## config.mk

```make
export PLATFORM = sky130hd
export DESIGN_NAME = uart_tx_buf
export DESIGN_NICKNAME = d
export VERILOG_FILES = /design/src/rtl/uart_pkg.sv /design/src/rtl/uart_tx_fifo.sv /design/src/rtl/uart_tx_buf.sv
export SDC_FILE = /design/constraint.sdc
export NUM_CORES = 1
export LEC_CHECK = 0
export BUFFER_PORTS_ARGS = -buffer_cell sky130_fd_sc_hd__buf_2
export CORE_MARGIN = 4
export CORE_UTILIZATION = 50
export DETAILED_ROUTE_END_ITERATION = 8
export GPL_TIMING_DRIVEN = 0
export PLACE_DENSITY = 0.78
export SYNTH_ARGS = -nofsm -noshare
export SYNTH_HDL_FRONTEND = slang
export SYNTH_HIERARCHICAL = 1
export SYNTH_SLANG_ARGS = --single-unit
```

## constraint.sdc

```tcl
create_clock -name clk -period 3.6 [get_ports clk]
set_input_delay 0.18 -clock clk [delete_from_list [all_inputs] [get_ports clk]]
set_output_delay 0.18 -clock clk [all_outputs]
set_load 0.05 [all_outputs]
```

## src/rtl/uart_pkg.sv

```systemverilog
// Shared UART definitions: FSM state encodings, bit-period and counter-width helpers.
// Used by the buffered transmitter and intended for the matching receiver.
package uart_pkg;

    typedef enum logic [2:0] {
        UART_IDLE   = 3'd0,
        UART_START  = 3'd1,
        UART_DATA   = 3'd2,
        UART_PARITY = 3'd3,
        UART_STOP   = 3'd4
    } uart_state_e;

    // Clocks per serial bit for a clock given in MHz.
    function automatic int uart_cycle(input int clk_fre_mhz, input int baud_rate);
        return (clk_fre_mhz * 1_000_000) / baud_rate;
    endfunction

    // Bits needed for a counter running 0..max_val (never less than one bit).
    function automatic int uart_cnt_width(input int max_val);
        return (max_val < 2) ? 1 : $clog2(max_val + 1);
    endfunction

endpackage

```

## src/rtl/uart_tx_fifo.sv

```systemverilog
// Show-ahead synchronous FIFO: dout is the oldest entry whenever empty is low.
// Writes while full and reads while empty are ignored; full/empty come from the count.
module uart_tx_fifo #(
    parameter int WIDTH = 8,
    parameter int DEPTH = 16
) (
    input  logic                     clk,
    input  logic                     rst,
    input  logic                     wr_en,
    input  logic                     rd_en,
    input  logic [WIDTH-1:0]         din,
    output logic [WIDTH-1:0]         dout,
    output logic [$clog2(DEPTH):0]   count,
    output logic                     full,
    output logic                     empty
);

    localparam int AW = $clog2(DEPTH);
    localparam int CW = AW + 1;

    logic [WIDTH-1:0] mem_q [DEPTH];
    logic [AW-1:0]    wr_ptr_q, wr_ptr_d;
    logic [AW-1:0]    rd_ptr_q, rd_ptr_d;
    logic [CW-1:0]    count_q, count_d;
    logic             do_wr, do_rd;

    always_comb begin
        full     = (count_q == CW'(DEPTH));
        empty    = (count_q == '0);
        do_wr    = wr_en && !full;
        do_rd    = rd_en && !empty;
        wr_ptr_d = wr_ptr_q + AW'(do_wr);
        rd_ptr_d = rd_ptr_q + AW'(do_rd);
        count_d  = count_q + CW'(do_wr) - CW'(do_rd);
    end

    always_ff @(posedge clk or posedge rst) begin
        if (rst) begin
            wr_ptr_q <= '0;
            rd_ptr_q <= '0;
            count_q  <= '0;
        end else begin
            wr_ptr_q <= wr_ptr_d;
            rd_ptr_q <= rd_ptr_d;
            count_q  <= count_d;
        end
    end

    // Storage needs no reset: the pointers and count define what is valid.
    always_ff @(posedge clk) begin
        if (do_wr) begin
            mem_q[wr_ptr_q] <= din;
        end
    end

    assign dout  = mem_q[rd_ptr_q];
    assign count = count_q;

endmodule

```

## src/rtl/uart_tx_buf.sv

```systemverilog
// Buffered UART transmitter: FIFO-fed framer, start + DATA_BITS LSB-first + optional parity + STOP_BITS.
// Parity bit is compiled in only when UART_TX_PARITY_EN is defined; queued frames go out back-to-back.
module uart_tx_buf
    import uart_pkg::*;
#(
    parameter int CLK_FRE    = 50,
    parameter int BAUD_RATE  = 115200,
    parameter int DATA_BITS  = 8,
    parameter int STOP_BITS  = 1,
    parameter int FIFO_DEPTH = 16,
    parameter int PARITY_ODD = 0
) (
    input  logic                          clk,
    input  logic                          rst,
    input  logic [DATA_BITS-1:0]          din,
    input  logic                          tx_valid,
    output logic                          tx_ready,
    output logic                          tx_p,
    output logic                          busy,
    output logic [$clog2(FIFO_DEPTH):0]   fifo_count
);

    localparam int CYCLE    = uart_cycle(CLK_FRE, BAUD_RATE);
    localparam int BAUD_MAX = STOP_BITS * CYCLE - 1;
    localparam int BW       = uart_cnt_width(BAUD_MAX);
    localparam int NW       = uart_cnt_width(DATA_BITS - 1);

    localparam logic [BW-1:0] BIT_END  = BW'(CYCLE - 1);
    localparam logic [BW-1:0] STOP_END = BW'(BAUD_MAX);
    localparam logic [NW-1:0] LAST_BIT = NW'(DATA_BITS - 1);

    if (DATA_BITS < 5 || DATA_BITS > 8 || STOP_BITS < 1 || STOP_BITS > 2 ||
        PARITY_ODD < 0 || PARITY_ODD > 1 || FIFO_DEPTH < 2 ||
        (FIFO_DEPTH & (FIFO_DEPTH - 1)) != 0 || CYCLE < 1) begin : g_bad_cfg
        $error("uart_tx_buf: illegal parameter set");
    end

    logic [DATA_BITS-1:0] fifo_dout;
    logic                 fifo_full, fifo_empty, pop;

    uart_tx_fifo #(
        .WIDTH (DATA_BITS),
        .DEPTH (FIFO_DEPTH)
    ) u_fifo (
        .clk   (clk),
        .rst   (rst),
        .wr_en (tx_valid),
        .rd_en (pop),
        .din   (din),
        .dout  (fifo_dout),
        .count (fifo_count),
        .full  (fifo_full),
        .empty (fifo_empty)
    );

    uart_state_e          state_q, state_d;
    logic [BW-1:0]        baud_cnt_q, baud_cnt_d;
    logic [NW-1:0]        bit_cnt_q, bit_cnt_d;
    logic [DATA_BITS-1:0] shift_q, shift_d;
    logic                 tx_p_q, tx_p_d;
    logic                 busy_q, busy_d;
    logic                 pending_q, pending_d;
`ifdef UART_TX_PARITY_EN
    logic                 parity_q, parity_d;
`endif

    // The FSM sees FIFO occupancy one cycle late, giving the fixed two-clock push-to-start latency.
    always_comb begin
        state_d    = state_q;
        baud_cnt_d = baud_cnt_q;
        bit_cnt_d  = bit_cnt_q;
        shift_d    = shift_q;
        tx_p_d     = tx_p_q;
        pending_d  = !fifo_empty;
        pop        = 1'b0;
`ifdef UART_TX_PARITY_EN
        parity_d   = parity_q;
`endif
        case (state_q)
            UART_IDLE: begin
                if (pending_q) begin
                    pop = 1'b1;
                end
            end
            UART_START: begin
                if (baud_cnt_q == BIT_END) begin
                    baud_cnt_d = '0;
                    state_d    = UART_DATA;
                    tx_p_d     = shift_q[0];
                    shift_d    = shift_q >> 1;
                end else begin
                    baud_cnt_d = baud_cnt_q + BW'(1);
                end
            end
            UART_DATA: begin
                if (baud_cnt_q == BIT_END) begin
                    baud_cnt_d = '0;
                    if (bit_cnt_q == LAST_BIT) begin
`ifdef UART_TX_PARITY_EN
                        state_d = UART_PARITY;
                        tx_p_d  = parity_q;
`else
                        state_d = UART_STOP;
                        tx_p_d  = 1'b1;
`endif
                    end else begin
                        bit_cnt_d = bit_cnt_q + NW'(1);
                        tx_p_d    = shift_q[0];
                        shift_d   = shift_q >> 1;
                    end
                end else begin
                    baud_cnt_d = baud_cnt_q + BW'(1);
                end
            end
`ifdef UART_TX_PARITY_EN
            UART_PARITY: begin
                if (baud_cnt_q == BIT_END) begin
                    baud_cnt_d = '0;
                    state_d    = UART_STOP;
                    tx_p_d     = 1'b1;
                end else begin
                    baud_cnt_d = baud_cnt_q + BW'(1);
                end
            end
`endif
            UART_STOP: begin
                if (baud_cnt_q == STOP_END) begin
                    if (pending_q) begin
                        pop = 1'b1;
                    end else begin
                        state_d = UART_IDLE;
                    end
                end else begin
                    baud_cnt_d = baud_cnt_q + BW'(1);
                end
            end
            default: begin
                state_d = UART_IDLE;
                tx_p_d  = 1'b1;
            end
        endcase

        // Frame load is shared by the idle start and the back-to-back restart from STOP.
        if (pop) begin
            state_d    = UART_START;
            tx_p_d     = 1'b0;
            baud_cnt_d = '0;
            bit_cnt_d  = '0;
            shift_d    = fifo_dout;
`ifdef UART_TX_PARITY_EN
            parity_d   = ^fifo_dout ^ PARITY_ODD[0];
`endif
        end
        busy_d = (state_d != UART_IDLE);
    end

    always_ff @(posedge clk or posedge rst) begin
        if (rst) begin
            state_q    <= UART_IDLE;
            baud_cnt_q <= '0;
            bit_cnt_q  <= '0;
            shift_q    <= '0;
            tx_p_q     <= 1'b1;
            busy_q     <= 1'b0;
            pending_q  <= 1'b0;
`ifdef UART_TX_PARITY_EN
            parity_q   <= 1'b0;
`endif
        end else begin
            state_q    <= state_d;
            baud_cnt_q <= baud_cnt_d;
            bit_cnt_q  <= bit_cnt_d;
            shift_q    <= shift_d;
            tx_p_q     <= tx_p_d;
            busy_q     <= busy_d;
            pending_q  <= pending_d;
`ifdef UART_TX_PARITY_EN
            parity_q   <= parity_d;
`endif
        end
    end

    assign tx_p     = tx_p_q;
    assign busy     = busy_q;
    assign tx_ready = !fifo_full;

endmodule

```

==> run_results.csv <==
group,metric,value,unit
finish,drive_gt1_share,19.6,%
run_status,run_status,"finished, final reports clean",
grt,globalRouteOverflowTotal,0,
yosys,synthDominantCellAreaShare,53.4,%
routing,via_count,3992,
power_and_ir_drop,cellLeakagePower,3.11,nW
clocking,cts_buffer_depth,2,
grt,grt.met3_usage,5.25,%
clocking,clock_transition_at_the_registers_of_the_reported_paths,0.07,ns
yosys,number_of_unique_standard_cell_types_used_by_synthesis,55,
routing,wl_cell,20.0,um
sta,clock-skew-final,0.00746,ns
power_and_ir_drop,worst_ir_drop_vdd,559,uV
clocking,clock-sinks,167,
routing,route.final.wire_length,13800,um
floorplanning,ioPinCount,19,
critical_path,start_kind,"flip-flop",
critical_path,timing.critical_path.arrival,3.71,ns
sta,maxClockFrequency,297,MHz
sta,setup_slack,0.234,ns
sta,fin_setup_tns,0,ns
finish,antennaDiodeCount,0,
routing,antenna_violation_net_count_after_detailed_routing,0,
grt,number_of_antenna_violations_at_the_first_check_in_global_routing,0,
grt,pin_count_of_the_biggest_net_entering_global_routing,27,
grt,global_route.peak_usage_layer,"met2",
floorplanning,initial_utilization,51.5,%
sta,timing.final.hold_violations,0,
yosys,synth_warnings,6,
power_and_ir_drop,p_switching,0.00128,W
power_and_ir_drop,power_report.internal_total,0.00346,W
grt,track_usage,17.9,%
floorplanning,die_height,128,um
yosys,top_cell_type_by_total_area_after_synthesis,"sky130_fd_sc_hd__edfxtp_1",
finish,nets,524,
run,cap_viol_max_count,0,
yosys,synth-seq-area-share,67.0,%
critical_path,timing.critical_path.fanout_max,12,
routing,dr.pass1.iters,5,
place,final_replace_weighted_congestion,0.842,
power_and_ir_drop,power_per_cell_area,586,nW/um^2
clocking,postCtsSetupBuffers,0,
place,hpwl_after_detailed_placement,9180,um
grt,grt_first_pass_wirelength,21700,um
yosys,dominantRegCellSynth,"sky130_fd_sc_hd__edfxtp_1",
sta,setup_viol_count_final,0,
sta,worst_slew_pin_slew,1.24,ns
routing,post_drt_via_cell_ratio,5.79,
sta,min_period_over_period,93.5,%
power_and_ir_drop,power.combinational.fraction,13.9,%
clocking,worstSkewPairLatency,0.43,ns
floorplanning,die_x,128,um
sta,grt_setup_unrepaired,"no",
clocking,cts_tree,"yes",
yosys,edff_count_synth,128,
clocking,ctsHtreeMaxLevel,4,
grt,groute.layer.met1.usage,22.3,%
sta,max-slew-margin-rel,17.0,%
clocking,cts_root_buf,"sky130_fd_sc_hd__clkbuf_16",
yosys,asyncSetResetFlopFracSynth,23.4,%
routing,drt_iter0_drc,348,
yosys,synth.top_cells.by_area,"sky130_fd_sc_hd__edfxtp_1, sky130_fd_sc_hd__dfrtp_1, sky130_fd_sc_hd__mux2i_1",
clocking,cts_buffers,17,
yosys,syn-mean-instance-area,15.6,um^2
critical_path,worst-endpoint-required,3.95,ns
power_and_ir_drop,sequential_group_share_of_total_power,50.1,%
yosys,synthesized_instance_count,461,
sta,timing.final.crit_period,3.37,ns
sta,slew_violations,0,
place,io_buffers,18,
floorplanning,core_area,14000,um^2
power_and_ir_drop,power_switching_share,27.1,%
hold_path,worst_hold_path_type,"in -> reg",
critical_path,endpoint_kind,"flip-flop",
yosys,post_synth_instance_area,7200,um^2
finish,syn_to_final_growth,12.4,%
grt,grt_pass1_vias,4089,
floorplanning,die_area,16400,um^2
routing,route.detailed.drc,0,
critical_path,setup.worst_path.class,"reg -> reg",
yosys,postSynthNetCount,487,
place,preCtsSetupSlack,-0.124,ns
yosys,synth-seq-cells,167,
power_and_ir_drop,clock_power_share,36.0,%
floorplanning,rows,43,
grt,met2_routing_resource_usage_after_global_routing,29.7,%
placed cells by master (no fill, tap or decap), drive strengths merged, types with 3 or more instances in the layout:
master    n
inv      24
nand2b    5
a22oi     9
o21ai    29
nor3     11
dfrtp    38
nor2     26
nor2b     4
a21oi     6
or3b      3
edfxtp  128
xnor2     7
mux2i    39
clkbuf   26
nand2    24
ha       14
a221oi   16
a22o      4
clkinv    3
mux4     16
nand3     4
buf      34
xor2      8
worst max-delay path, stage by stage (launching register included):
cell	delay, ns
sky130_fd_sc_hd__dfrtp_1	0.44
sky130_fd_sc_hd__or4b_1	0.54
sky130_fd_sc_hd__buf_2	0.20
sky130_fd_sc_hd__o21ai_4	0.20
sky130_fd_sc_hd__nand2_1	0.16
sky130_fd_sc_hd__inv_4	0.18
sky130_fd_sc_hd__nor2b_4	0.20
sky130_fd_sc_hd__ha_1	0.24
sky130_fd_sc_hd__inv_1	0.06
sky130_fd_sc_hd__ha_1	0.15
sky130_fd_sc_hd__inv_1	0.06
sky130_fd_sc_hd__fa_1	0.42
sky130_fd_sc_hd__inv_1	0.08
sky130_fd_sc_hd__a21oi_1	0.06
sky130_fd_sc_hd__o21bai_1	0.16
sky130_fd_sc_hd__xnor2_1	0.13
layer usage:
| layer | vias up | share of wire, % |
|---|---|---|
| li1 | 1835 | - |
| met1 | 1995 | 42 |
| met2 | 134 | 50 |
| met3 | 28 | 6.1 |
| met4 | 0 | 2.5 |
| met5 | - | 0 |
worst paths after layout:
check                               from                   to  slack, ns  cells past startpoint
max                        baud_cnt_q[6]      u_fifo/count[4]       0.23                     15
min                               din[2]  u_fifo/mem_q[10][2]       0.15                      1
max reg2reg                baud_cnt_q[6]      u_fifo/count[4]       0.23                     15
min reg2reg                   shift_q[5]           shift_q[5]       0.50                      2
max in group asynchronous            rst           shift_q[6]       2.44                      3
min in group asynchronous            rst      u_fifo/count[3]       0.34                      3
sequential cells by signal, indices dropped and copies added, names as in the netlist:
signal	flops
baud_cnt_q	9
bit_cnt_q	3
busy	1
pending_q	1
shift_q	8
state_q	3
tx_p	1
u_fifo/count	5
u_fifo/mem_q	128
u_fifo/rd_ptr_q	4
u_fifo/wr_ptr_q	4
power by group through the flow:
stage	registers (W)	clock network, W	logic, W
final	0.00238	0.00171	0.000657
after detailed placement	0.00241	0	0.000655
after CTS	0.00238	0.00174	0.000660
after global placement	0.00240	0	0.000622
after global routing	0.00239	0.00184	0.000717
after floorplan	0.00249	0	0.000372
Yosys cell counts, types with 3 or more instances:
library cell,number
sky130_fd_sc_hd__a21oi_1,5
sky130_fd_sc_hd__a221oi_1,14
sky130_fd_sc_hd__a22o_1,4
sky130_fd_sc_hd__a22oi_1,9
sky130_fd_sc_hd__buf_12,3
sky130_fd_sc_hd__buf_2,8
sky130_fd_sc_hd__buf_6,4
sky130_fd_sc_hd__clkbuf_1,7
sky130_fd_sc_hd__dfrtp_1,38
sky130_fd_sc_hd__edfxtp_1,128
sky130_fd_sc_hd__ha_1,14
sky130_fd_sc_hd__inv_1,16
sky130_fd_sc_hd__mux2i_1,39
sky130_fd_sc_hd__mux4_2,16
sky130_fd_sc_hd__nand2_1,24
sky130_fd_sc_hd__nand2b_1,5
sky130_fd_sc_hd__nand3_1,4
sky130_fd_sc_hd__nor2_1,26
sky130_fd_sc_hd__nor2b_1,4
sky130_fd_sc_hd__nor3_1,9
sky130_fd_sc_hd__o21ai_0,20
sky130_fd_sc_hd__o21ai_1,5
sky130_fd_sc_hd__o21ai_2,4
sky130_fd_sc_hd__xnor2_1,7
sky130_fd_sc_hd__xor2_1,8
cell type report:
class                           count  area [um^2]
Fill cell                        1043         5900
Sequential cell                   167         4820
Multi-Input combinational cell    252         2140
Clock buffer                       19          433
Tap cell                          180          225
Buffer                             23          181
Clock inverter                     12          118
Timing Repair Buffer               19          100
Inverter                           18         70.1
metrics by stage:
stage | cell area (um^2) | total power, W | hold WS (ns) | utilization (%) | cells
global route | 8090 | 0.00495 | 0.153 | 57.9 | 690
finish | 8090 | 0.00474 | 0.151 | 57.9 | 690
global placement | 7520 | 0.00302 | 0.231 | 53.7 | 659
floorplan | 7200 | 0.00287 | 0.0570 | - | 461
detailed placement | 7520 | 0.00307 | 0.241 | 53.7 | 659
CTS | 8080 | 0.00478 | 0.131 | 57.8 | 691
cells by family after synthesis:
kind of cell               count (synthesis)  synth area share, %
DFF                                      167                 67.0
and+or+nand+nor                           89                 6.26
AOI/OAI and AO/OA                         78                 8.31
muxes                                     55                 10.4
buffers and inverters                     42                 3.53
xor gates and xnor gates                  15                 1.82
adders and majority gates                 15                 2.71
repair_timing:
| item | in CTS | in global routing |
|---|---|---|
| resized for setup | 2 | 3 |
| setup endpoints to repair | 1 | 1 |
| hold endpoints to repair | 13 | 0 |
| hold buffers | 1 | 0 |
Power figures use the tool's default switching activity.
